File: config.mk
export PLATFORM = sky130hd
export DESIGN_NAME = guess_game_core_flat
export DESIGN_NICKNAME = d
export VERILOG_FILES = /design/src/rtl/guess_game_core_if.sv /design/src/rtl/guess_game_core.sv /design/src/flat_wrapper.sv
export SDC_FILE = /design/constraint.sdc
export NUM_CORES = 1
export LEC_CHECK = 0
export ABC_CLOCK_PERIOD_IN_PS = 1860
export CAP_MARGIN = 10
export CORE_MARGIN = 2
export CORE_UTILIZATION = 50
export CTS_BUF_LIST = sky130_fd_sc_hd__clkbuf_4
export DETAILED_ROUTE_END_ITERATION = 8
export GPL_ROUTABILITY_DRIVEN = 0
export PLACE_DENSITY_LB_ADDON = 0.08
export RECOVER_POWER = 50
export SLEW_MARGIN = 15
export SYNTH_ARGS = -nofsm -noshare
export SYNTH_HDL_FRONTEND = slang
export SYNTH_SLANG_ARGS = --single-unit
File: constraint.sdc
create_clock -name CLK -period 1.86 [get_ports CLK]
set_input_delay 0.558 -clock CLK [delete_from_list [all_inputs] [get_ports CLK]]
set_output_delay 0.558 -clock CLK [all_outputs]
set_load 0.1 [all_outputs]
File: src/rtl/guess_game_core_if.sv
// Player-facing port bundle for guess_game_core: button levels and guess in, game status out.
// The master side (player / test harness) drives the buttons; the slave side is the core.
interface guess_game_core_if #(
    parameter int VAL_W = 4
);
    logic             start;
    logic             submit;
    logic [VAL_W-1:0] guess;
    logic [2:0]       state_o;
    logic [1:0]       hint;
    logic [3:0]       lives;
    logic [7:0]       win_cnt;
    logic [7:0]       loss_cnt;

    modport master (
        output start, submit, guess,
        input  state_o, hint, lives, win_cnt, loss_cnt
    );

    modport slave (
        input  start, submit, guess,
        output state_o, hint, lives, win_cnt, loss_cnt
    );
endinterface

File: src/rtl/guess_game_core.sv
// Number-guessing game engine: LFSR secret, higher/lower hints, lives and saturating scores.
// Optional idle timeout in WAIT is enabled by defining GG_TIMEOUT_EN.
module guess_game_core #(
    parameter int          VAL_W       = 4,
    parameter int          LIVES       = 3,
    parameter logic [15:0] LFSR_SEED   = 16'hACE1,
    parameter int          TIMEOUT_CYC = 1000
) (
    input  logic             CLK,
    input  logic             CLR,
    guess_game_core_if.slave gg
);

    if (VAL_W < 1 || VAL_W > 16) begin : g_bad_val_w
        $error("guess_game_core: VAL_W must be 1..16");
    end
    if (LIVES < 1 || LIVES > 15) begin : g_bad_lives
        $error("guess_game_core: LIVES must be 1..15");
    end
    if (LFSR_SEED == 16'h0000) begin : g_bad_seed
        $error("guess_game_core: LFSR_SEED must be non-zero");
    end
    if (TIMEOUT_CYC < 1 || TIMEOUT_CYC > 65535) begin : g_bad_timeout
        $error("guess_game_core: TIMEOUT_CYC must be 1..65535");
    end

    typedef enum logic [2:0] {
        ST_IDLE = 3'd0,
        ST_ARM  = 3'd1,
        ST_WAIT = 3'd2,
        ST_CMP  = 3'd3,
        ST_WIN  = 3'd4,
        ST_LOSE = 3'd5
    } state_t;

    state_t           state_q, state_d;
    logic [15:0]      lfsr_q, lfsr_d;
    logic [VAL_W-1:0] secret_q, secret_d;
    logic [VAL_W-1:0] guess_q, guess_d;
    logic [1:0]       hint_q, hint_d;
    logic [3:0]       lives_q, lives_d;
    logic [7:0]       win_cnt_q, win_cnt_d;
    logic [7:0]       loss_cnt_q, loss_cnt_d;
    logic             start_prev_q, start_prev_d;
    logic             submit_prev_q, submit_prev_d;
    logic             start_edge, submit_edge;
    logic [3:0]       lives_dec;
    logic [7:0]       win_inc, loss_inc;

`ifdef GG_TIMEOUT_EN
    localparam logic [15:0] TO_LAST = 16'(TIMEOUT_CYC - 1);
    logic [15:0] timer_q, timer_d;
`endif

    assign start_edge  = gg.start & ~start_prev_q;
    assign submit_edge = gg.submit & ~submit_prev_q;
    assign lives_dec   = (lives_q != 4'd0) ? lives_q - 4'd1 : 4'd0;
    assign win_inc     = (win_cnt_q != 8'hFF) ? win_cnt_q + 8'd1 : win_cnt_q;
    assign loss_inc    = (loss_cnt_q != 8'hFF) ? loss_cnt_q + 8'd1 : loss_cnt_q;

    always_comb begin
        state_d       = state_q;
        secret_d      = secret_q;
        guess_d       = guess_q;
        hint_d        = hint_q;
        lives_d       = lives_q;
        win_cnt_d     = win_cnt_q;
        loss_cnt_d    = loss_cnt_q;
        start_prev_d  = gg.start;
        submit_prev_d = gg.submit;
        // Fibonacci taps 16,14,13,11 (bits 15,13,12,10), free-running
        lfsr_d        = {lfsr_q[14:0], lfsr_q[15] ^ lfsr_q[13] ^ lfsr_q[12] ^ lfsr_q[10]};

        if (start_edge) begin
            state_d = ST_ARM;
        end else begin
            case (state_q)
                ST_IDLE: ;
                ST_ARM: begin
                    secret_d = lfsr_q[VAL_W-1:0];
                    lives_d  = 4'(LIVES);
                    hint_d   = 2'b00;
                    state_d  = ST_WAIT;
                end
                ST_WAIT: begin
                    if (submit_edge) begin
                        guess_d = gg.guess;
                        state_d = ST_CMP;
                    end
`ifdef GG_TIMEOUT_EN
                    else if (timer_q == TO_LAST) begin
                        hint_d  = 2'b00;
                        lives_d = lives_dec;
                        if (lives_q <= 4'd1) begin
                            loss_cnt_d = loss_inc;
                            state_d    = ST_LOSE;
                        end
                    end
`endif
                end
                ST_CMP: begin
                    if (guess_q == secret_q) begin
                        hint_d    = 2'b11;
                        win_cnt_d = win_inc;
                        state_d   = ST_WIN;
                    end else begin
                        hint_d  = (guess_q < secret_q) ? 2'b01 : 2'b10;
                        lives_d = lives_dec;
                        if (lives_q <= 4'd1) begin
                            loss_cnt_d = loss_inc;
                            state_d    = ST_LOSE;
                        end else begin
                            state_d = ST_WAIT;
                        end
                    end
                end
                ST_WIN, ST_LOSE: ;
                default: state_d = ST_IDLE;
            endcase
        end
    end

`ifdef GG_TIMEOUT_EN
    // Counts only while idling in WAIT; any exit, submit or expiry restarts from zero.
    always_comb begin
        timer_d = 16'd0;
        if (state_q == ST_WAIT && !start_edge && !submit_edge && timer_q != TO_LAST) begin
            timer_d = timer_q + 16'd1;
        end
    end
`endif

    always_ff @(posedge CLK or posedge CLR) begin
        if (CLR) begin
            state_q       <= ST_IDLE;
            lfsr_q        <= LFSR_SEED;
            secret_q      <= '0;
            guess_q       <= '0;
            hint_q        <= 2'b00;
            lives_q       <= 4'd0;
            win_cnt_q     <= 8'd0;
            loss_cnt_q    <= 8'd0;
            start_prev_q  <= 1'b1;
            submit_prev_q <= 1'b1;
`ifdef GG_TIMEOUT_EN
            timer_q       <= 16'd0;
`endif
        end else begin
            state_q       <= state_d;
            lfsr_q        <= lfsr_d;
            secret_q      <= secret_d;
            guess_q       <= guess_d;
            hint_q        <= hint_d;
            lives_q       <= lives_d;
            win_cnt_q     <= win_cnt_d;
            loss_cnt_q    <= loss_cnt_d;
            start_prev_q  <= start_prev_d;
            submit_prev_q <= submit_prev_d;
`ifdef GG_TIMEOUT_EN
            timer_q       <= timer_d;
`endif
        end
    end

    assign gg.state_o  = state_q;
    assign gg.hint     = hint_q;
    assign gg.lives    = lives_q;
    assign gg.win_cnt  = win_cnt_q;
    assign gg.loss_cnt = loss_cnt_q;

endmodule
File: src/flat_wrapper.sv
// flat-port wrapper written by rule: the top's interface ports become plain ports
module guess_game_core_flat 
#(
    parameter int          VAL_W       = 4,
    parameter int          LIVES       = 3,
    parameter logic [15:0] LFSR_SEED   = 16'hACE1,
    parameter int          TIMEOUT_CYC = 1000
)
  (CLK, CLR, gg_start, gg_submit, gg_guess, gg_state_o, gg_hint, gg_lives, gg_win_cnt, gg_loss_cnt);
  guess_game_core_if #(.VAL_W(VAL_W)) gg_i ();
  input  logic CLK;
  input  logic CLR;
  input wire logic [$bits(gg_i.start)-1:0] gg_start;
  input wire logic [$bits(gg_i.submit)-1:0] gg_submit;
  input wire logic [$bits(gg_i.guess)-1:0] gg_guess;
  output wire logic [$bits(gg_i.state_o)-1:0] gg_state_o;
  output wire logic [$bits(gg_i.hint)-1:0] gg_hint;
  output wire logic [$bits(gg_i.lives)-1:0] gg_lives;
  output wire logic [$bits(gg_i.win_cnt)-1:0] gg_win_cnt;
  output wire logic [$bits(gg_i.loss_cnt)-1:0] gg_loss_cnt;
  assign gg_i.start = gg_start;
  assign gg_i.submit = gg_submit;
  assign gg_i.guess = gg_guess;
  assign gg_state_o = gg_i.state_o;
  assign gg_hint = gg_i.hint;
  assign gg_lives = gg_i.lives;
  assign gg_win_cnt = gg_i.win_cnt;
  assign gg_loss_cnt = gg_i.loss_cnt;
  guess_game_core #(.VAL_W(VAL_W), .LIVES(LIVES), .LFSR_SEED(LFSR_SEED), .TIMEOUT_CYC(TIMEOUT_CYC)) u_core (.CLK(CLK), .CLR(CLR), .gg(gg_i));
endmodule
==> results of run 1 <==
[cells in the mapped netlist]
| library cell | n |
|---|---|
| inv_1 | 9 |
| a22o_1 | 2 |
| and3_1 | 4 |
| a21boi_0 | 1 |
| o21a_1 | 4 |
| nor2_1 | 10 |
| nand2b_1 | 1 |
| xor2_2 | 1 |
| nor3_2 | 1 |
| buf_6 | 1 |
| dfstp_2 | 10 |
| o21ai_0 | 9 |
| and4_4 | 2 |
| a21oi_1 | 3 |
| or2_1 | 1 |
| o31ai_1 | 2 |
| mux2i_1 | 1 |
| and2_4 | 1 |
| a31oi_1 | 3 |
| and3_2 | 1 |
| and4b_2 | 1 |
| nand4_1 | 8 |
| nor2b_1 | 3 |
| nand2_1 | 12 |
| nor4_4 | 1 |
| ha_1 | 6 |
| dfrtp_1 | 41 |
| and4_1 | 1 |
| mux2_2 | 9 |
| and3_4 | 1 |
| nand3_1 | 4 |
| or3_1 | 1 |
| nor3_1 | 4 |
| nand3b_1 | 1 |
| clkbuf_1 | 2 |
| xnor2_1 | 7 |
| xor2_1 | 5 |
[sequential cells by signal, indices dropped and copies added (netlist names)]
name                  count
u_core.gg.hint            2
u_core.gg.lives           4
u_core.gg.loss_cnt        8
u_core.gg.state_o         3
u_core.gg.win_cnt         8
u_core.guess_q            4
u_core.lfsr_q            16
u_core.secret_q           4
u_core.start_prev_q       1
u_core.submit_prev_q      1
[layer usage]
| layer | vias up | wire length, µm | track usage (%) |
|---|---|---|---|
| li1 | 720 | - | - |
| met3 | 12 | 204 | 4.80 |
| met5 | - | 0 | 0 |
| met4 | 0 | 111 | 8.93 |
| met1 | 757 | 1840 | 24.4 |
| met2 | 45 | 2270 | 32.6 |
[logic make-up (layout without fill, tap and decap cells)]
family                   Yosys count  in the layout  synth area share (%)
flip-flops                        51             51                  60.2
XOR/XNOR                          13             13                  5.67
AND/OR/NAND/NOR                   58             58                  16.1
AO/OA/AOI/OAI                     24             24                  6.95
multiplexers                      10             10                  5.20
buffers and inverters             12             69                  2.45
adder cells (fa/ha/maj)            6              6                  3.50
[layout make-up]
cell class                      count  area (µm²)
Fill cell                         241         955
Inverter                            9        33.8
Timing Repair Buffer               52         718
Sequential cell                    51        1310
Multi-Input combinational cell    111         891
Tap cell                           50        62.6
Clock buffer                        5        37.5
Clock inverter                      3        46.3
[worst max-delay path by stage]
stage / start / to / slack (ps) / cells past startpoint
final: u_core.guess_q[2] / u_core.gg.win_cnt[7] / 5 / 7
after global routing: u_core.guess_q[2] / u_core.gg.win_cnt[7] / -90 / 7
after CTS: u_core.secret_q[2] / u_core.gg.lives[2] / 2 / 8
after detailed placement: gg_start / u_core.gg.win_cnt[3] / -240 / 6
after global placement: gg_start / u_core.secret_q[1] / -210 / 7
after floorplan: u_core.gg.loss_cnt[2] / u_core.gg.loss_cnt[5] / -40 / 6
[power breakdown]
group,switching [mW],internal [mW]
Clock,0.369,0.287
Sequential,0.254,1.28
Combinational,1.28,0.908
Total,1.90,2.48
[what timing repair did]
action | CTS | global route
resized for setup | 8 | 8
pin swaps | 5 | 4
buffers inserted | 1 | 4
endpoints found under the setup margin | 8 | 10
==> run summary, run 1 <==
Diode count = 0
Post-DRT Antenna Nets = 0
Clk slew on worst S/H paths = 150 ps
Worst setup EP type = flop
CP max stage cell = dfrtp_1
Worst Max-Slew Pin Slew = 1080 ps
Largest net degree at the start of global routing = 52
Rows = 23
Setup slack on the worst flop-to-flop path = 5 ps
Root Driver = clkbuf_4
Grt total ovfl = 0
Hold path start = u_core.lfsr_q[6]
Post-Syn Area = 2140 µm²
Post-route insts no fill = 281
HPWL Detailed = 2980 µm
Max_cap viols = 0
Worst r2r src = u_core.guess_q[2]
Setup violators final = 0
Hold-critical path depth = 0
Core area = 4060 µm²
Synth area leader = dfrtp_1
Synth area leaders = dfrtp_1, dfstp_2, mux2_2
Top cell type's share of synthesized area = 47.9%
Mean Syn Cell Area = 12.3 µm²
Reg2Reg Depth = 7
LEAKAGE = 1.36 nW
RSZ-0062 raised after global routing = true
Worst r2r dst = u_core.gg.win_cnt[7]
Max stage delay on crit path = 450 ps
H-tree levels = 2
Inst Count DP = 268
DRC errors left = 0
Crit path time final = 1850 ps
Fin util = 76.5%
Dpl cell area = 2920 µm²
Maximum buffer depth of the clock tree = 2
Via-to-Cell Ratio = 5.46
Worst-path cell chain = ha_4, and4_4, nand4_1, buf_4, nor3_4, and3_1, a31oi_1
Final Instance Area = 3100 µm²
HP Class = reg2reg
Die ar. = 4820 µm²
Area grow syn2layout = 44.9%
Hold Slack = 369 ps
CP Data Required Time = 2130 ps
Gate Count Post-Synth = 174
Max-slew violation count = 0
Hold EP = u_core.lfsr_q[7]
Period utilization = 99.7%
Relative slew margins = 28.3%
YS warnings = 0
GRT Total Usage = 19.7%
Sink Count = 51
Final hold viol count = 0
Pwr Total = 4.38 mW
Max Clock Freq = 0.539 GHz
Most frequent cells in the layout = buf_12, dfrtp_1, dfrtp_2, buf_4, nand2_1
Worst slack at placement = -240 ps
CP delay by family, top = simple AND/OR/NAND/NOR gates
Share of layout cells above drive strength 1 = 47.6%
WL per Instance = 15.7 µm
Final net count = 244
Skew-Pair Late Insertion Delay = 380 ps
Fin Setup TNS = 0 ps
Peak supply drop = 1.30 mV
Buf+Inv Stages, Crit Path = 1
Pwr dens = 1410 nW/µm²
Clock Skews = 15.3 ps
Critical Path Source Type = flop
IO buf count = 32
Critical path peak fanout = 4
CTS buffer count = 5
Synth unique cells = 37
Commonest non-fill, non-tap cell in the layout = buf_12
Synthesized Nets = 188
Initial Util = 52.8%
Status = finished clean
# IOs = 33
Worst Path Class, Setup = reg2reg
Die Y = 69.5 µm
Vias in the first global route = 1,587
Starting DRC count in detailed routing = 103
Cts hold-fix bufs = 0
Register area share after synthesis = 60.2%
Router iterations before antenna repair = 4
WL final = 4430 µm
Yosys reg bits = 51
Die Wd = 69.5 µm
Initial antenna violation count = 0
First-pass GRT wire length = 7420 µm
Total number of vias = 1,534
CTS tree = yes
PnR worst setup slack = 5.06 ps
WP data arrival = 2130 ps
Power figures use the tool's default switching activity.
==> run 2, diff against run 1 <==
--- a/config.mk
+++ b/config.mk
@@ -6,7 +6,7 @@
 export NUM_CORES = 1
 export LEC_CHECK = 0
 export ABC_CLOCK_PERIOD_IN_PS = 1860
-export CAP_MARGIN = 10
+export CAP_MARGIN = 30
 export CORE_MARGIN = 2
 export CORE_UTILIZATION = 50
 export CTS_BUF_LIST = sky130_fd_sc_hd__clkbuf_4
==> results of run 2 <==
Same layout as run 1: the final DEF is identical, and so are final timing and power.
